`src/rtl/hazard_pipe_regs.sv`:
```
// hazard_pipe_regs: E/M/W pipeline registers for the hazard-relevant control
// and register-number fields. Builds the packed buses the hazard unit reads
// back, and keeps saturating stall/flush event counters for performance debug.
module hazard_pipe_regs #(
    parameter int REGW = 5,
    parameter int CNTW = 16
) (
    input  logic                clk,
    input  logic                reset,
    input  logic [REGW-1:0]     rsD,
    input  logic [REGW-1:0]     rtD,
    input  logic [REGW-1:0]     rdD,
    input  logic                RegWriteD,
    input  logic                MemtoRegD,
    input  logic                RegDstD,
    input  logic                StallD,
    input  logic                FlushE,
    output logic [4:0]          hazard_single_bus,
    output logic [7*REGW-1:0]   hazard_mult_bus,
    output logic [REGW-1:0]     rsE,
    output logic [REGW-1:0]     rtE,
    output logic [REGW-1:0]     WriteRegE,
    output logic [REGW-1:0]     WriteRegM,
    output logic [REGW-1:0]     WriteRegW,
    output logic [CNTW-1:0]     stall_cnt,
    output logic [CNTW-1:0]     flush_cnt
);

    // E-stage state
    logic [REGW-1:0] rsE_r;
    logic [REGW-1:0] rtE_r;
    logic [REGW-1:0] rdE_r;
    logic            regWriteE_r;
    logic            memtoRegE_r;
    logic            regDstE_r;

    // M-stage state
    logic [REGW-1:0] writeRegM_r;
    logic            regWriteM_r;
    logic            memtoRegM_r;

    // W-stage state
    logic [REGW-1:0] writeRegW_r;
    logic            regWriteW_r;

    // Event counters
    logic [CNTW-1:0] stallCnt_r;
    logic [CNTW-1:0] flushCnt_r;

    // Derived E-stage destination
    logic [REGW-1:0] writeRegE_s;

    // Increment-with-hold: counts stick at all-ones instead of wrapping.
    function automatic logic [CNTW-1:0] satInc(input logic [CNTW-1:0] value,
                                               input logic            enable);
        logic [CNTW-1:0] result;
        if (enable && (value != {CNTW{1'b1}})) begin
            result = value + {{(CNTW-1){1'b0}}, 1'b1};
        end else begin
            result = value;
        end
        return result;
    endfunction

    // E stage: capture decode fields, or load a bubble on FlushE. StallD does
    // not hold this stage; the hazard unit pairs it with FlushE.
    always_ff @(posedge clk) begin
        if (reset || FlushE) begin
            rsE_r       <= {REGW{1'b0}};
            rtE_r       <= {REGW{1'b0}};
            rdE_r       <= {REGW{1'b0}};
            regWriteE_r <= 1'b0;
            memtoRegE_r <= 1'b0;
            regDstE_r   <= 1'b0;
        end else begin
            rsE_r       <= rsD;
            rtE_r       <= rtD;
            rdE_r       <= rdD;
            regWriteE_r <= RegWriteD;
            memtoRegE_r <= MemtoRegD;
            regDstE_r   <= RegDstD;
        end
    end

    // E-stage destination select: rd for R-type, rt otherwise.
    always_comb begin
        writeRegE_s = {REGW{1'b0}};
        if (regDstE_r) begin
            writeRegE_s = rdE_r;
        end else begin
            writeRegE_s = rtE_r;
        end
    end

    // M stage: unconditional advance from E.
    always_ff @(posedge clk) begin
        if (reset) begin
            writeRegM_r <= {REGW{1'b0}};
            regWriteM_r <= 1'b0;
            memtoRegM_r <= 1'b0;
        end else begin
            writeRegM_r <= writeRegE_s;
            regWriteM_r <= regWriteE_r;
            memtoRegM_r <= memtoRegE_r;
        end
    end

    // W stage: unconditional advance from M.
    always_ff @(posedge clk) begin
        if (reset) begin
            writeRegW_r <= {REGW{1'b0}};
            regWriteW_r <= 1'b0;
        end else begin
            writeRegW_r <= writeRegM_r;
            regWriteW_r <= regWriteM_r;
        end
    end

    // Saturating stall/flush event counters, cleared only by reset.
    always_ff @(posedge clk) begin
        if (reset) begin
            stallCnt_r <= {CNTW{1'b0}};
            flushCnt_r <= {CNTW{1'b0}};
        end else begin
            stallCnt_r <= satInc(stallCnt_r, StallD);
            flushCnt_r <= satInc(flushCnt_r, FlushE);
        end
    end

    // Output mapping and bus packing; rsD/rtD bus fields pass straight through.
    always_comb begin
        rsE       = rsE_r;
        rtE       = rtE_r;
        WriteRegE = writeRegE_s;
        WriteRegM = writeRegM_r;
        WriteRegW = writeRegW_r;
        stall_cnt = stallCnt_r;
        flush_cnt = flushCnt_r;
        hazard_single_bus = {memtoRegE_r, regWriteE_r, memtoRegM_r,
                             regWriteM_r, regWriteW_r};
        hazard_mult_bus   = {rsD, rtD, rsE_r, rtE_r, writeRegE_s,
                             writeRegM_r, writeRegW_r};
    end

endmodule
```
`config.mk`:
```
export PLATFORM = sky130hd
export DESIGN_NAME = hazard_pipe_regs
export DESIGN_NICKNAME = d
export VERILOG_FILES = /design/src/rtl/hazard_pipe_regs.sv
export SDC_FILE = /design/constraint.sdc
export NUM_CORES = 1
export LEC_CHECK = 0
export CAP_MARGIN = 20
export CORE_MARGIN = 8
export CORE_UTILIZATION = 60
export DETAILED_ROUTE_END_ITERATION = 6
export DONT_BUFFER_PORTS = 1
export GPL_ROUTABILITY_DRIVEN = 0
export PLACE_DENSITY = 0.73
export RECOVER_POWER = 100
export SYNTH_ARGS = -nofsm -noshare
export SYNTH_HDL_FRONTEND = slang
export SYNTH_SLANG_ARGS = --single-unit
```
`constraint.sdc`:
```
create_clock -name clk -period 2.6 [get_ports clk]
set_clock_uncertainty 0.1 [all_clocks]
set_input_delay 0.26 -clock clk [delete_from_list [all_inputs] [get_ports clk]]
set_output_delay 0.26 -clock clk [all_outputs]
set_load 0.05 [all_outputs]
```
======== After elaboration in Yosys (flattened, before gate mapping) ========
Cells that the tools add are included.
operators by class
  add/subtract/negate cells ............... 2
  equality and inequality tests ........... 2
  multiplexer cells ....................... 1
  reduce and logical (&&, ||, !) cells .... 3
operators with widths
  cell                                            count
  adder 16 x 1 -> 16 bit (second input constant)  2
  != test 16 bit (second input constant)          2
  2-to-1 mux 5 bit                                1
  logical AND 1 bit                               2
  logical OR 1 bit                                1
storage, ports and cells
  register bits after elaboration ......... 63
  bits of input ports ..................... 22
  output and inout bits ................... 97
  word-level logic and storage cells ...... 21

======== Logic depth before layout (Yosys ltp) ========
  word-level depth ........................ 2
  depth in mapped cells ................... 6
  gate-level depth less buffers ........... 5

======== Worst setup path after synthesis ========
Ideal clock, no wire load.
  kind .................................... flip-flop to flip-flop
  start ................................... register stallCnt_r[0] (netlist: stall_cnt[0])
  end ..................................... register stallCnt_r[14] (netlist: stall_cnt[14])
  library setup time ...................... 0.121 ns
  arrival ................................. 2.100 ns
  data required time ...................... 2.379 ns
  path slack .............................. 0.279 ns
  stages on the path, launching flop included .. 6
  buffers on the path ..................... 0
  cells stage by stage .................... dfxtp_1 > ha_1 > nand2_1 > or3_1 > nor4_1 > mux2_2
between the ends
  cells in the longest elaborated chain, start to end .. 2
  elaborated cells between the ends (all ways) .. 3
  those cells by class .................... add/sub (1); eq/ne (1); reduce/logical (1)
RTL lines
  what                                                            RTL line  text
  start: declaration                                              47        logic [CNTW-1:0] stallCnt_r;
  start signal: assignment                                        122       stallCnt_r <= {CNTW{1'b0}};
  start signal: assignment                                        125       stallCnt_r <= satInc(stallCnt_r, StallD);
  branches (longest 2 deep; another with adder 16 x 1 -> 16 bit)  -
Parallel ways; which one is timed is not known.
A chain may end at the register's enable or synchronous reset.

======== Final worst setup path ========
  start ................................... register flushCnt_r[5] (netlist: flush_cnt[5])
  end ..................................... register flushCnt_r[14] (netlist: flush_cnt[14])
between the ends
  cells in the longest elaborated chain, start to end .. 2
  elaborated cells between the ends (all ways) .. 3
  those cells by class .................... add/sub (1); eq/ne (1); reduce/logical (1)
RTL lines
  what                                                            RTL line  text
  start: declaration                                              48        logic [CNTW-1:0] flushCnt_r;
  start signal: assignment                                        123       flushCnt_r <= {CNTW{1'b0}};
  start signal: assignment                                        126       flushCnt_r <= satInc(flushCnt_r, FlushE);
  branches (longest 2 deep; another with adder 16 x 1 -> 16 bit)  -
Parallel ways; which one is timed is not known.

==> results_dict.tcl <==
set metrics [dict create \
    synth-simple-area-share_pct 26.6 \
    drc_errors 0 \
    clockBufferDepth 2 \
    arrival_ns 2.43 \
    core-area_um2 4600 \
    crit_path_max_incr_delay_ns 0.56 \
    worstHoldStart "FlushE" \
    worstPathRequired_ns 2.76 \
    worstMarginPinSlew_ns 1.20 \
    reg2reg_depth 5 \
    yosys-top-cells-area "dfxtp_1, buf_4, and2_1, a21oi_1, nor2b_1" \
    period_needed_ns 2.27 \
    viasPerCell 5.71 \
    cts.sinks 63 \
    hold_class "in -> reg" \
    crit_path_top_delay_cell "or4_1" \
    async_reset_ff_share_pct 0 \
    antennaDiodeCount 0 \
    avgSynthCellArea_um2 9.35 \
    fillCellCount 393 \
    synth_compound_area_share_pct 9.47 \
    hpwl_um 4280 \
    port_buffers 0 \
    r2r_setup_slack_ns 0.33 \
    yosysMostFrequentCell "dfxtp_1" \
    root_buffer "clkbuf_8" \
    layout.nets 344 \
    timing.rr.start "flush_cnt[5]" \
    h-tree-depth 3 \
    yosysTopAreaCellShare_pct 45.2 \
    drive_above_1_share_pct 10.8 \
    cts_tree "yes" \
    routed_wl_um 6130 \
    synthTopCellsByCount "dfxtp_1, buf_4, a21oi_1, and2_1, nor2_1" \
    synth-warning-count 0 \
    worstReg2RegEnd "flush_cnt[14]" \
    cts_setup_buffers 0 \
    ys.flop_type "dfxtp_1" \
    grt_pass1_wl_um 10000 \
    p_leak_uw 0.00108 \
    synthMuxAreaShare_pct 3.90 \
    synth_area_um2 2790 \
    worstPathCellList "clkbuf_1 > and2_0 > o311ai_0 > or4_1 > a21oi_1" \
    grt_pass1_vias 2083 \
    post-route-period-util_pct 87.4 \
    rsz0062_at_grt "no" \
    num_rows 25 \
    fin_total_pwr_uw 1970 \
    detail-route-antenna-nets 0 \
    ios 119 \
    synth.distinct_cells 37 \
    clk_latency_ns 0.34 \
    synthCells 298 \
    fmax_mhz 440 \
    synth-edff-count 0 \
    relSlewSlack_pct 20.3 \
    yosys.area.top_type "dfxtp_1" \
    antenna_found_initial 0 \
    path_max_fanout 4 \
    maxCapViolCount 0 \
    slew_viol_final 0 \
    synth_xor_area_share_pct 1.57 \
    hold_violations 0 \
    start_util_pct 60.6 \
    ys_ff_latch 63 \
    grt.overflow.total 0 \
    die_w_um 84.2 \
    vias 2165 \
    worst-setup-path-type "reg -> reg" \
    grt_max_degree 44 \
    worstHoldPathCells 2 \
    synth_top_family_by_area "simple AND/OR/NAND/NOR gates" \
    p_per_area_nw_per_um2 640 \
    first_pass_iters 4 \
    hold_end "flush_cnt[2]" \
    fin_area_um2 3070 \
    avgRoutedWirePerCell_um 16.2 \
    placed_cell_area_um2 2820 \
    drtIter0Drc 118 \
    cts_resized 0 \
    synth_seq_area_share_pct 45.2 \
    die-area_um2 7080 \
    cts_made_buffers 9 \
    die_h_um 84.2 \
    fin_setup_tns_ns 0 \
    syn2layout_area_growth_pct 10.2 \
    status "finished, final reports clean" \
    endpoint_kind "register" \
    syn_nets 322 \
    synth_fa_ha_area_share_pct 0.898 \
    globalRouteTotalUtil_pct 17.2 \
    cp-start-kind "register" \
    ir_worst_vdd_mv 0.421 \
    finalSetupViolCount 0 \
    clk_pin_slew_worst_paths_ns 0.08 \
]
[how the worst max path moves through the flow]
stage / start / to / slack (ns) / cells after the start
2_1_floorplan: stall_cnt[0] / stall_cnt[14] / 0.28 / 5
3_3_place_gp: stall_cnt[0] / stall_cnt[14] / 0.63 / 5
3_5_place_dp: stall_cnt[0] / stall_cnt[14] / 0.55 / 5
4_1_cts: stall_cnt[1] / stall_cnt[14] / 0.53 / 5
5_1_grt: flush_cnt[5] / flush_cnt[14] / 0.22 / 5
6_report: flush_cnt[5] / flush_cnt[14] / 0.33 / 5
[final cells by class]
type	instances	area [um^2]	area share, %
Clock buffer	11	141	4.60
Tap cell	54	67.6	2.20
Timing Repair Buffer	58	377	12.3
Clock inverter	5	33.8	1.10
Sequential cell	63	1260	41.0
Multi-Input combinational cell	184	1180	38.3
Inverter	4	15.0	0.489
[kinds of logic after synthesis]
family,Yosys count
xor gates and xnor gates,5
AOI/OAI and AO/OA,43
buffers and inverters,51
muxes,10
and+or+nand+nor,124
DFF,63
adders and majority gates,2
[placed cells by master, fill, tap and decap left out, types with 7 or more instances in the layout]
master / count
nor2b_1: 15
a21oi_1: 20
clkbuf_8: 10
nor2_1: 18
nand4_1: 9
and2_0: 13
buf_4: 8
dfxtp_1: 63
nand2_1: 13
or4_1: 9
and2_1: 7
clkbuf_1: 32
dlygate4sd3_1: 18
nand3_1: 8
o31ai_1: 11
[state kept, by name, summed over array words and instances, names as in the netlist, 5 cells and up]
name       flops
rtE            5
rsE            5
flush_cnt     16
rdE_r          5
WriteRegM      5
stall_cnt     16
WriteRegW      5
[power breakdown]
part           switching (uW)  internal (uW)
combinational             114           46.1
clock                     377            370
sequential               71.4            988
total                     562           1400
[per-layer routing]
metal	track usage [%]	wire [um]	vias to the layer above
met5	0	0	-
met4	9.11	96	0
met3	7.94	568	8
met2	28.1	2910	68
met1	17.9	2550	1021
li1	-	-	1068
[what timing repair did]
item | 4_1_cts | 5_1_grt
hold buffers | 19 | 0
endpoints found under the hold margin | 61 | 0
setup endpoints to repair | 0 | 0
[per-stage QoR]
stage	cells	worst slack [ns]	util, %	hold WS (ns)
2_1_floorplan	298	0.279	-	0.282
5_1_grt	379	0.215	66.8	0.0615
3_3_place_gp	344	0.631	61.3	0.234
6_report	379	0.327	66.8	0.0496
4_1_cts	379	0.525	69.5	0.0363
3_5_place_dp	344	0.547	61.3	0.236
[critical path, delay by kind of cell, from the launching register on]
kind / cells / cell delay, ns
buf+inv: 1 / 0.54
compound gates: 2 / 0.38
simple gates: 2 / 0.81
flops: 1 / 0.37
Power figures use the tool's default switching activity.
